$ cat config.mk
export PLATFORM = sky130hd
export DESIGN_NAME = reg_bank
export DESIGN_NICKNAME = d
export VERILOG_FILES = /design/src/rtl/reg_bank_pkg.sv /design/src/rtl/reg_bank_clear_seq.sv /design/src/rtl/reg_bank.sv
export SDC_FILE = /design/constraint.sdc
export NUM_CORES = 2
export LEC_CHECK = 0
export ABC_AREA = 1
export CAP_MARGIN = 20
export CORE_MARGIN = 2
export CORE_UTILIZATION = 26
export CTS_CLUSTER_SIZE = 14
export DETAILED_ROUTE_END_ITERATION = 7
export PLACE_DENSITY = 0.46
export SYNTH_ARGS = -nofsm -noshare
export SYNTH_HDL_FRONTEND = slang
export SYNTH_HIERARCHICAL = 1
export SYNTH_SLANG_ARGS = --single-unit
$ cat constraint.sdc
create_clock -name clk -period 2.45 [get_ports clk]
set_input_delay 0.49 -clock clk [delete_from_list [all_inputs] [get_ports clk]]
set_output_delay 0.49 -clock clk [all_outputs]
set_load 0.03 [all_outputs]
$ cat src/rtl/reg_bank_pkg.sv
// Shared types and the half-word merge helper for the reg_bank register file.
package reg_bank_pkg;

  typedef enum logic [1:0] {
    WR_NONE = 2'b00,
    WR_LO   = 2'b01,
    WR_HI   = 2'b10,
    WR_FULL = 2'b11
  } wr_mode_e;

  typedef enum logic [0:0] {
    IDLE  = 1'b0,
    CLEAR = 1'b1
  } state_e;

  // Widest word the merge helper handles; callers zero-extend and keep the low WIDTH bits.
  localparam int unsigned MAX_W = 256;

  function automatic logic [MAX_W-1:0] half_merge(input logic [MAX_W-1:0] old_word,
                                                  input logic [MAX_W-1:0] new_word,
                                                  input wr_mode_e         mode,
                                                  input int unsigned      width);
    logic [MAX_W-1:0] lo_mask;
    logic [MAX_W-1:0] merged;
    lo_mask = (MAX_W'(1) << (width / 2)) - MAX_W'(1);
    case (mode)
      WR_LO:   merged = (old_word & ~lo_mask) | (new_word & lo_mask);
      WR_HI:   merged = (new_word & ~lo_mask) | (old_word & lo_mask);
      WR_FULL: merged = new_word;
      default: merged = old_word;
    endcase
    return merged;
  endfunction

endpackage

$ cat src/rtl/reg_bank_clear_seq.sv
// Clear sequencer for reg_bank: walks an index 0..DEPTH-1, strobing one zeroing write per cycle.
module reg_bank_clear_seq
  import reg_bank_pkg::*;
#(
  parameter int unsigned DEPTH = 32,
  parameter int unsigned AW    = $clog2(DEPTH)
) (
  input  logic          clk,
  input  logic          reset_n,
  input  logic          clear_req,
  output logic          busy,
  output logic          clr_we,
  output logic [AW-1:0] clr_idx
);

  state_e        state_q, state_d;
  logic [AW-1:0] cnt_q, cnt_d;
  logic          last;

  assign last = (cnt_q == AW'(DEPTH - 1));

  always_comb begin
    state_d = state_q;
    cnt_d   = cnt_q;
    case (state_q)
      IDLE: begin
        if (clear_req) begin
          state_d = CLEAR;
          cnt_d   = '0;
        end
      end
      CLEAR: begin
        if (last) begin
          state_d = IDLE;
          cnt_d   = '0;
        end else begin
          cnt_d = cnt_q + AW'(1);
        end
      end
      default: state_d = IDLE;
    endcase
  end

  always_ff @(posedge clk or negedge reset_n) begin
    if (!reset_n) begin
      state_q <= IDLE;
      cnt_q   <= '0;
    end else begin
      state_q <= state_d;
      cnt_q   <= cnt_d;
    end
  end

  assign busy    = (state_q == CLEAR);
  assign clr_we  = busy;
  assign clr_idx = cnt_q;

endmodule

$ cat src/rtl/reg_bank.sv
// Parametrised register bank: staged write port with read forwarding, sequenced clear.
// Optional REG_BANK_ZERO_HARDWIRED_EN makes register 0 read as zero and ignore writes.
module reg_bank #(
  parameter  int unsigned WIDTH = 32,
  parameter  int unsigned DEPTH = 32,
  parameter  int unsigned NREAD = 2,
  localparam int unsigned AW    = $clog2(DEPTH)
) (
  input  logic                   clk,
  input  logic                   reset_n,
  input  logic [1:0]             reg_write,
  input  logic [AW-1:0]          wr_addr,
  input  logic [WIDTH-1:0]       wr_data,
  output logic                   wr_ready,
  input  logic                   clear_req,
  output logic                   busy,
  input  logic [NREAD*AW-1:0]    rd_addr,
  output logic [NREAD*WIDTH-1:0] rd_data
);
  import reg_bank_pkg::*;

  logic          clr_we;
  logic [AW-1:0] clr_idx;

  reg_bank_clear_seq #(
    .DEPTH(DEPTH),
    .AW   (AW)
  ) u_clear_seq (
    .clk      (clk),
    .reset_n  (reset_n),
    .clear_req(clear_req),
    .busy     (busy),
    .clr_we   (clr_we),
    .clr_idx  (clr_idx)
  );

  assign wr_ready = ~busy;

  logic wr_blocked;
`ifdef REG_BANK_ZERO_HARDWIRED_EN
  assign wr_blocked = (wr_addr == '0);
`else
  assign wr_blocked = 1'b0;
`endif

  logic wr_accept;
  assign wr_accept = wr_ready && (reg_write != WR_NONE) && (32'(wr_addr) < DEPTH) && !wr_blocked;

  logic             stage_valid_q;
  logic [AW-1:0]    stage_addr_q;
  wr_mode_e         stage_mode_q;
  logic [WIDTH-1:0] stage_data_q;

  always_ff @(posedge clk or negedge reset_n) begin
    if (!reset_n) begin
      stage_valid_q <= 1'b0;
      stage_addr_q  <= '0;
      stage_mode_q  <= WR_NONE;
      stage_data_q  <= '0;
    end else begin
      stage_valid_q <= wr_accept;
      if (wr_accept) begin
        stage_addr_q <= wr_addr;
        stage_mode_q <= wr_mode_e'(reg_write);
        stage_data_q <= wr_data;
      end
    end
  end

  logic [WIDTH-1:0] mem_q [DEPTH];
  logic [MAX_W-1:0] commit_full;

  assign commit_full = half_merge(MAX_W'(mem_q[stage_addr_q]), MAX_W'(stage_data_q),
                                  stage_mode_q, WIDTH);

  // Clear write is ordered last so it wins if both target the same entry.
  always_ff @(posedge clk or negedge reset_n) begin
    if (!reset_n) begin
      for (int i = 0; i < DEPTH; i++) begin
        mem_q[i] <= '0;
      end
    end else begin
      if (stage_valid_q) begin
        mem_q[stage_addr_q] <= commit_full[WIDTH-1:0];
      end
      if (clr_we) begin
        mem_q[clr_idx] <= '0;
      end
    end
  end

  logic [AW-1:0]    rd_idx   [NREAD];
  logic [MAX_W-1:0] fwd_full [NREAD];
  logic             rd_blocked;

  always_comb begin
    rd_data    = '0;
    rd_blocked = 1'b0;
    for (int i = 0; i < NREAD; i++) begin
      rd_idx[i]   = rd_addr[i*AW +: AW];
      fwd_full[i] = MAX_W'(mem_q[rd_idx[i]]);
      if (stage_valid_q && (stage_addr_q == rd_idx[i])) begin
        fwd_full[i] = half_merge(fwd_full[i], MAX_W'(stage_data_q), stage_mode_q, WIDTH);
      end
`ifdef REG_BANK_ZERO_HARDWIRED_EN
      rd_blocked = (rd_idx[i] == '0);
`endif
      if ((32'(rd_idx[i]) < DEPTH) && !rd_blocked) begin
        rd_data[i*WIDTH +: WIDTH] = fwd_full[i][WIDTH-1:0];
      end
    end
  end

  // Upper bits of the zero-extended merge results carry no information.
  logic unused_hi;
  always_comb begin
    unused_hi = ^commit_full[MAX_W-1:WIDTH];
    for (int i = 0; i < NREAD; i++) begin
      unused_hi = unused_hi ^ (^fwd_full[i][MAX_W-1:WIDTH]);
    end
  end

endmodule

# Word level (Yosys, flattened, before mapping)
# Index checks and enable logic that the tools add are counted.
# totals
register_bits,1070
latch_bits,0
mem_bits_rw,0
mem_bits_ro,0
elab_cells,98
memories,0
# classes
addsub,1
n_mul,0
div_mod_pow,0
magnitude_cmp,6
n_eq_ne,7
shift,0
n_mux,27
n_bitwise,13
n_reduce_logical,6
# ops
operator,n
two-way mux 1024 bit,2
AND 1024 bit,1
bitwise mux 1024 bit,1
inverter 1024 bit,1
binary-select mux 32 bit (select 5 bit),3
demux 32 bit (select 5 bit),2
two-way mux 32 bit,10
case mux 32 bit (3 select lines),3
OR 32 x 16 -> 32 bit,6
"greater-or-equal comparator 6 bit, second input constant",4
inverter 5 -> 6 bit,4
"less-than comparator 6 x 1 -> 1 bit, second input constant",2
== test 5 bit,2
two-way mux 5 bit,2
case mux 5 bit (2 select lines),1
"adder 5 x 1 -> 5 bit, second input constant",1
"== test 5 bit, second input constant",1
logical AND 1 bit,5
"== test 2 bit, second input constant",2
"== test 2 x 1 -> 1 bit, second input constant",1
two-way mux 1 bit,2
"!= test 2 x 1 -> 1 bit, second input constant",1
case mux 1 bit (2 select lines),1
nonzero test 2 bit,1
inverter 1 bit,1

# Logic depth before layout (Yosys ltp)
# logic_depth
depth_word,10
depth_mapped,16

# By module
# Netlist, hierarchy kept.
# modules_own_cells
module,instances,cells_each,area_each_um2
reg_bank,1,11796,75139.6
reg_bank_clear_seq,1,31,311.5

# Worst setup path before layout
# Ideal clock, no wire load.
# synth_timing
kind,input port to output port
from,input port rd_addr[8]
to,output port rd_data[40]
t_arrival_ps,2218
required_time_ps,1960
slack_ps,-258
path_stages,8
cell_sequence,clkbuf_1 -> o21ai_1 -> nor3_1 -> nand2_1 -> nor2_1 -> inv_1 -> clkbuf_1 -> o21ai_0
# synth_between
elab_chain_len,7
word_cells_on_any_way,9
# synth_rtl
element,line_no,source
"start, declared",reg_bank.sv:17,"input logic [NREAD*AW-1:0] rd_addr,"
inverter 5 -> 6 bit (implied by the code),reg_bank.sv:101,fwd_full[i] = MAX_W'(mem_q[rd_idx[i]]);
binary-select mux 32 bit (select 5 bit),reg_bank.sv:101,
two-way mux 32 bit (implied by the code) (2 in a row),reg_bank.sv:101,
OR 32 x 16 -> 32 bit,reg_bank_pkg.sv:28,WR_HI: merged = (new_word & ~lo_mask) | (old_word & lo_mask);
case mux 32 bit (3 select lines),reg_bank_pkg.sv:26,case (mode)
two-way mux 32 bit (*),reg_bank.sv:102,if (stage_valid_q && (stage_addr_q == rd_idx[i])) begin
"end, declared",reg_bank.sv:18,output logic [NREAD*WIDTH-1:0] rd_data
# Mark *: on every way between the ends. The rest lies on a longest branch, timed or not. The select of a mux whose other input is x is not followed.

# Worst setup path in the final report
# layout_timing
from,register stage_addr_q[1]
to,output port rd_data[21]
# layout_between
elab_chain_len,3
# layout_rtl
element,line_no,source
"start, declared",reg_bank.sv:50,logic [AW-1:0] stage_addr_q;
"start signal, assigned",reg_bank.sv:63,stage_addr_q <= wr_addr;
== test 5 bit,reg_bank.sv:102,
logical AND 1 bit,reg_bank.sv:102,
two-way mux 32 bit,reg_bank.sv:102,
# No other way between the ends.

==> metrics.cfg <==
[flow_run]
max-cap-violations=0

[floorplanning]
die_area_um2=295000
core_um2=288000
ioPinCount=118
die_y_um=543
start_util=0.262
die_x_um=543
row_count=197

[setup_path]
slowest_delay_ns=0.57
reg2reg_slack_ns=-0.54
cp.required_ns=1.96
endpoint_kind=primary output
cp-start-kind=flop
cpMostUsedCell=buf_6
arrival_ns=3.06
cpMaxStageDelayCell=dfrtp_4
crit_fanout=5
path_cells=clkinv_8 > buf_8 > o22ai_4 > nor3_4 > nand2_2 > buf_6 > nor2_4 > clkinv_4 > nand3_2 > buf_12 > nand2_1 > buf_6
criticalPathCategory=flop to primary output

[drt]
drt_wl_total_mm=418
first_pass_iters=7
wl_per_cell_um=26.3
routed-via-count=85800
viasPerCell=5.40
drtAntennaViolNets=0
first_iter_violations=10900
drc=0

[global_routing]
grt-ovfl-total=0
grtUsageMet3=0.0582
grt_pass1_vias=77600
use_met1=0.370
grt_start_max_net_pins=89
met2_usage=0.411
track_usage=0.272
antenna_found_initial=16
grt.busiest_layer=met2
grt_pass1_wl_mm=587

[yosys]
synth-edff-count=0
synth-main-ff-cell=dfrtp_1
yosys_register_bits=1070
synth_area_leaders=dfrtp_1, nand2_1, a21oi_1, o21ai_0, nand3_1
yosys.area.top_type_share=0.355
async_flop_share=1.00
syn_nets=11900
seq_area_frac_synth=0.355
ys_types=39
syn_inst=11800
synth_top_cell_by_area=dfrtp_1
ys_top_cells_by_count=nand2_1, a21oi_1, o21ai_0, nand3_1, inv_1
synthMostInstantiatedCell=nand2_1
avgSynthCellArea_um2=6.38
synth_area_um2=75500
yosys_warnings=6

[placed_design]
place_area_um2=87800
gp_congestion=0.989
dp.final_hpwl_mm=284
portBuffers=117

[finish]
post-route-util=0.334
final_area_um2=96400
area_growth_pct=27.8
drive_above_1_share=0.135
fin_nets=12100

[power]
p_comb_frac=0.503
p_total_mw=106
ir_drop_mv=0.656
power-per-cell-area_nw_per_um2=1100
p_int_mw=55.9
seq_power_share=0.285
sw_frac_of_total=0.473
p_sw_mw=50.2
p_leak_nw=46.5
p_clk_frac=0.212

[clock_tree]
cts.path.max_buffers=4
cts_sinks=1070
clk_pin_slew_ns=0.06
cts_made_buffers=145
clockRootBuffer=clkbuf_16
insertion_delay_ns=0.86
cts_tree=done
htree_levels=4

[sta]
tightest_slew_ns=0.750
setup_violations=1090
hold_violations=0
rsz0062_at_grt=yes
fmax_mhz=282
timing.final.ws_setup_ns=-1.10
max_slew_margin=0.499
period_needed_ns=3.55
skew_ns=0.0418
fin_crit_sh=1.45
drv_slew=0

[run_status]
failed_checks=setup timing
status=finished, violations left

[min_path]
min_path_type=input pin to asynchronous set/reset pin

## cell families (layout without fill, tap and decap cells)
kind of cell | after synthesis | in the layout | synth area share
xor+xnor | 4 | 4 | 0.000464
other cells | 0 | 8 | 0
fa+ha+maj | 3 | 3 | 0.000498
flops | 1070 | 1070 | 0.355
compound gates | 3371 | 3371 | 0.237
simple gates | 5207 | 5207 | 0.288
buf+inv | 2172 | 2449 | 0.120
## area by class of cell
type | instances | area, µm²
multi-input combinational | 8585 | 41400
clock buffer | 207 | 4270
fill | 31100 | 192000
antenna | 8 | 20.0
timing repair inverter | 1 | 7.51
tap | 3781 | 4730
inverter | 1131 | 4340
sequential | 1070 | 26800
timing repair buffer | 1073 | 14300
clock inverter | 37 | 517
## through the flow
stage	std cells	setup slack [ns]	hold slack (ns)	TNS (ns)
global route	15900	-1.13	0.131	-534.33
global placement	15500	-0.752	0.408	-290.42
CTS	15800	-1.16	0.0895	-278.52
detailed placement	15500	-0.742	0.405	-289.77
floorplan	11800	-0.140	0.194	-1.54
finish	15900	-1.10	0.121	-454.50
## path summary, 6_finish.rpt
| check | from | to | cells after the start |
|---|---|---|---|
| setup / recovery | stage_addr_q[1]$_DFFE_PN0P_ | rd_data[21] | 12 |
| min in group clk | wr_data[27] | stage_data_q[27]$_DFFE_PN0P_ | 3 |
| setup reg to reg | stage_addr_q[0]$_DFFE_PN0P_ | mem_q[522]$_DFF_PN0_ | 19 |
| hold reg to reg | stage_data_q[22]$_DFFE_PN0P_ | stage_data_q[22]$_DFFE_PN0P_ | 2 |
| hold / removal | reset_n | mem_q[259]$_DFF_PN0_ | 2 |
| max in group asynchronous | reset_n | mem_q[860]$_DFF_PN0_ | 4 |
## metal layers
metal / vias up / wire length (µm) / part of all wire
li1: 39300 / - / -
met1: 41000 / 176000 / 0.42
met2: 4525 / 180000 / 0.43
met3: 911 / 41000 / 0.098
met4: 8 / 20600 / 0.049
met5: - / 54 / 0.00013
## layout by cell type, fill, tap and decap left out, types with 4 or more instances in the layout
cell / synthesis / final
buf_12: 1 / 388
buf_8: 1 / 17
o21ai_0: 1401 / 1369
nand2_1: 3260 / 3164
clkbuf_8: 0 / 28
clkinvlp_4: 0 / 4
inv_1: 1083 / 1076
o21ai_1: 40 / 37
nand2_2: 12 / 80
buf_4: 90 / 512
o21ai_2: 1 / 15
bufinv_16: 0 / 13
inv_6: 1 / 6
buf_6: 11 / 65
nand3_2: 0 / 20
nor3_4: 1 / 9
nor3_1: 15 / 13
buf_16: 0 / 21
nand3_1: 1398 / 1348
clkbuf_16: 0 / 168
nand3_4: 1 / 31
clkinv_2: 0 / 24
clkbuf_1: 502 / 28
inv_4: 1 / 7
a21oi_4: 0 / 10
dfrtp_1: 1070 / 1066
nor2_4: 10 / 41
nor2_8: 9 / 9
inv_2: 45 / 34
nor2_1: 468 / 448
o211ai_1: 385 / 385
clkdlybuf4s50_1: 0 / 41
o21ai_4: 0 / 21
a21oi_2: 0 / 45
nand4_1: 4 / 4
bufbuf_16: 0 / 9
a21oi_1: 1536 / 1481
nand2_4: 3 / 29
diode_2: 0 / 8
nor2_2: 18 / 7
## state kept, by name (all words and copies together), names as in the netlist
name	cells
mem_q	1024
stage_addr_q	5
stage_data_q	32
stage_mode_q	2
u_clear_seq/busy	1
u_clear_seq/clr_idx	5
stage_valid_q	1
## power by group through the flow
stage / Clock [mW] / Sequential [mW] / Combinational, mW
4_1_cts: 22.8 / 30.0 / 49.6
6_report: 22.5 / 30.2 / 53.3
5_1_grt: 23.5 / 31.1 / 56.7
3_3_place_gp: 0 / 30.3 / 46.3
2_1_floorplan: 0 / 28.1 / 27.0
3_5_place_dp: 0 / 30.2 / 46.4
## repair_timing
item                       4_1_cts  5_1_grt
resized for setup              322      205
pin swaps                       33       53
hold buffers                     1        0
gates cloned                    22       18
buffers inserted                51       30
setup endpoints to repair     1090     1090
hold endpoints to repair       269        0
## worst max-delay path: cells and delay by family (launching register included)
family / cells / cell delay (ns)
flops: 1 / 0.57
compound gates: 1 / 0.06
buf+inv: 6 / 0.81
simple gates: 5 / 0.73
No activity file was read; power rests on OpenSTA's default activity.
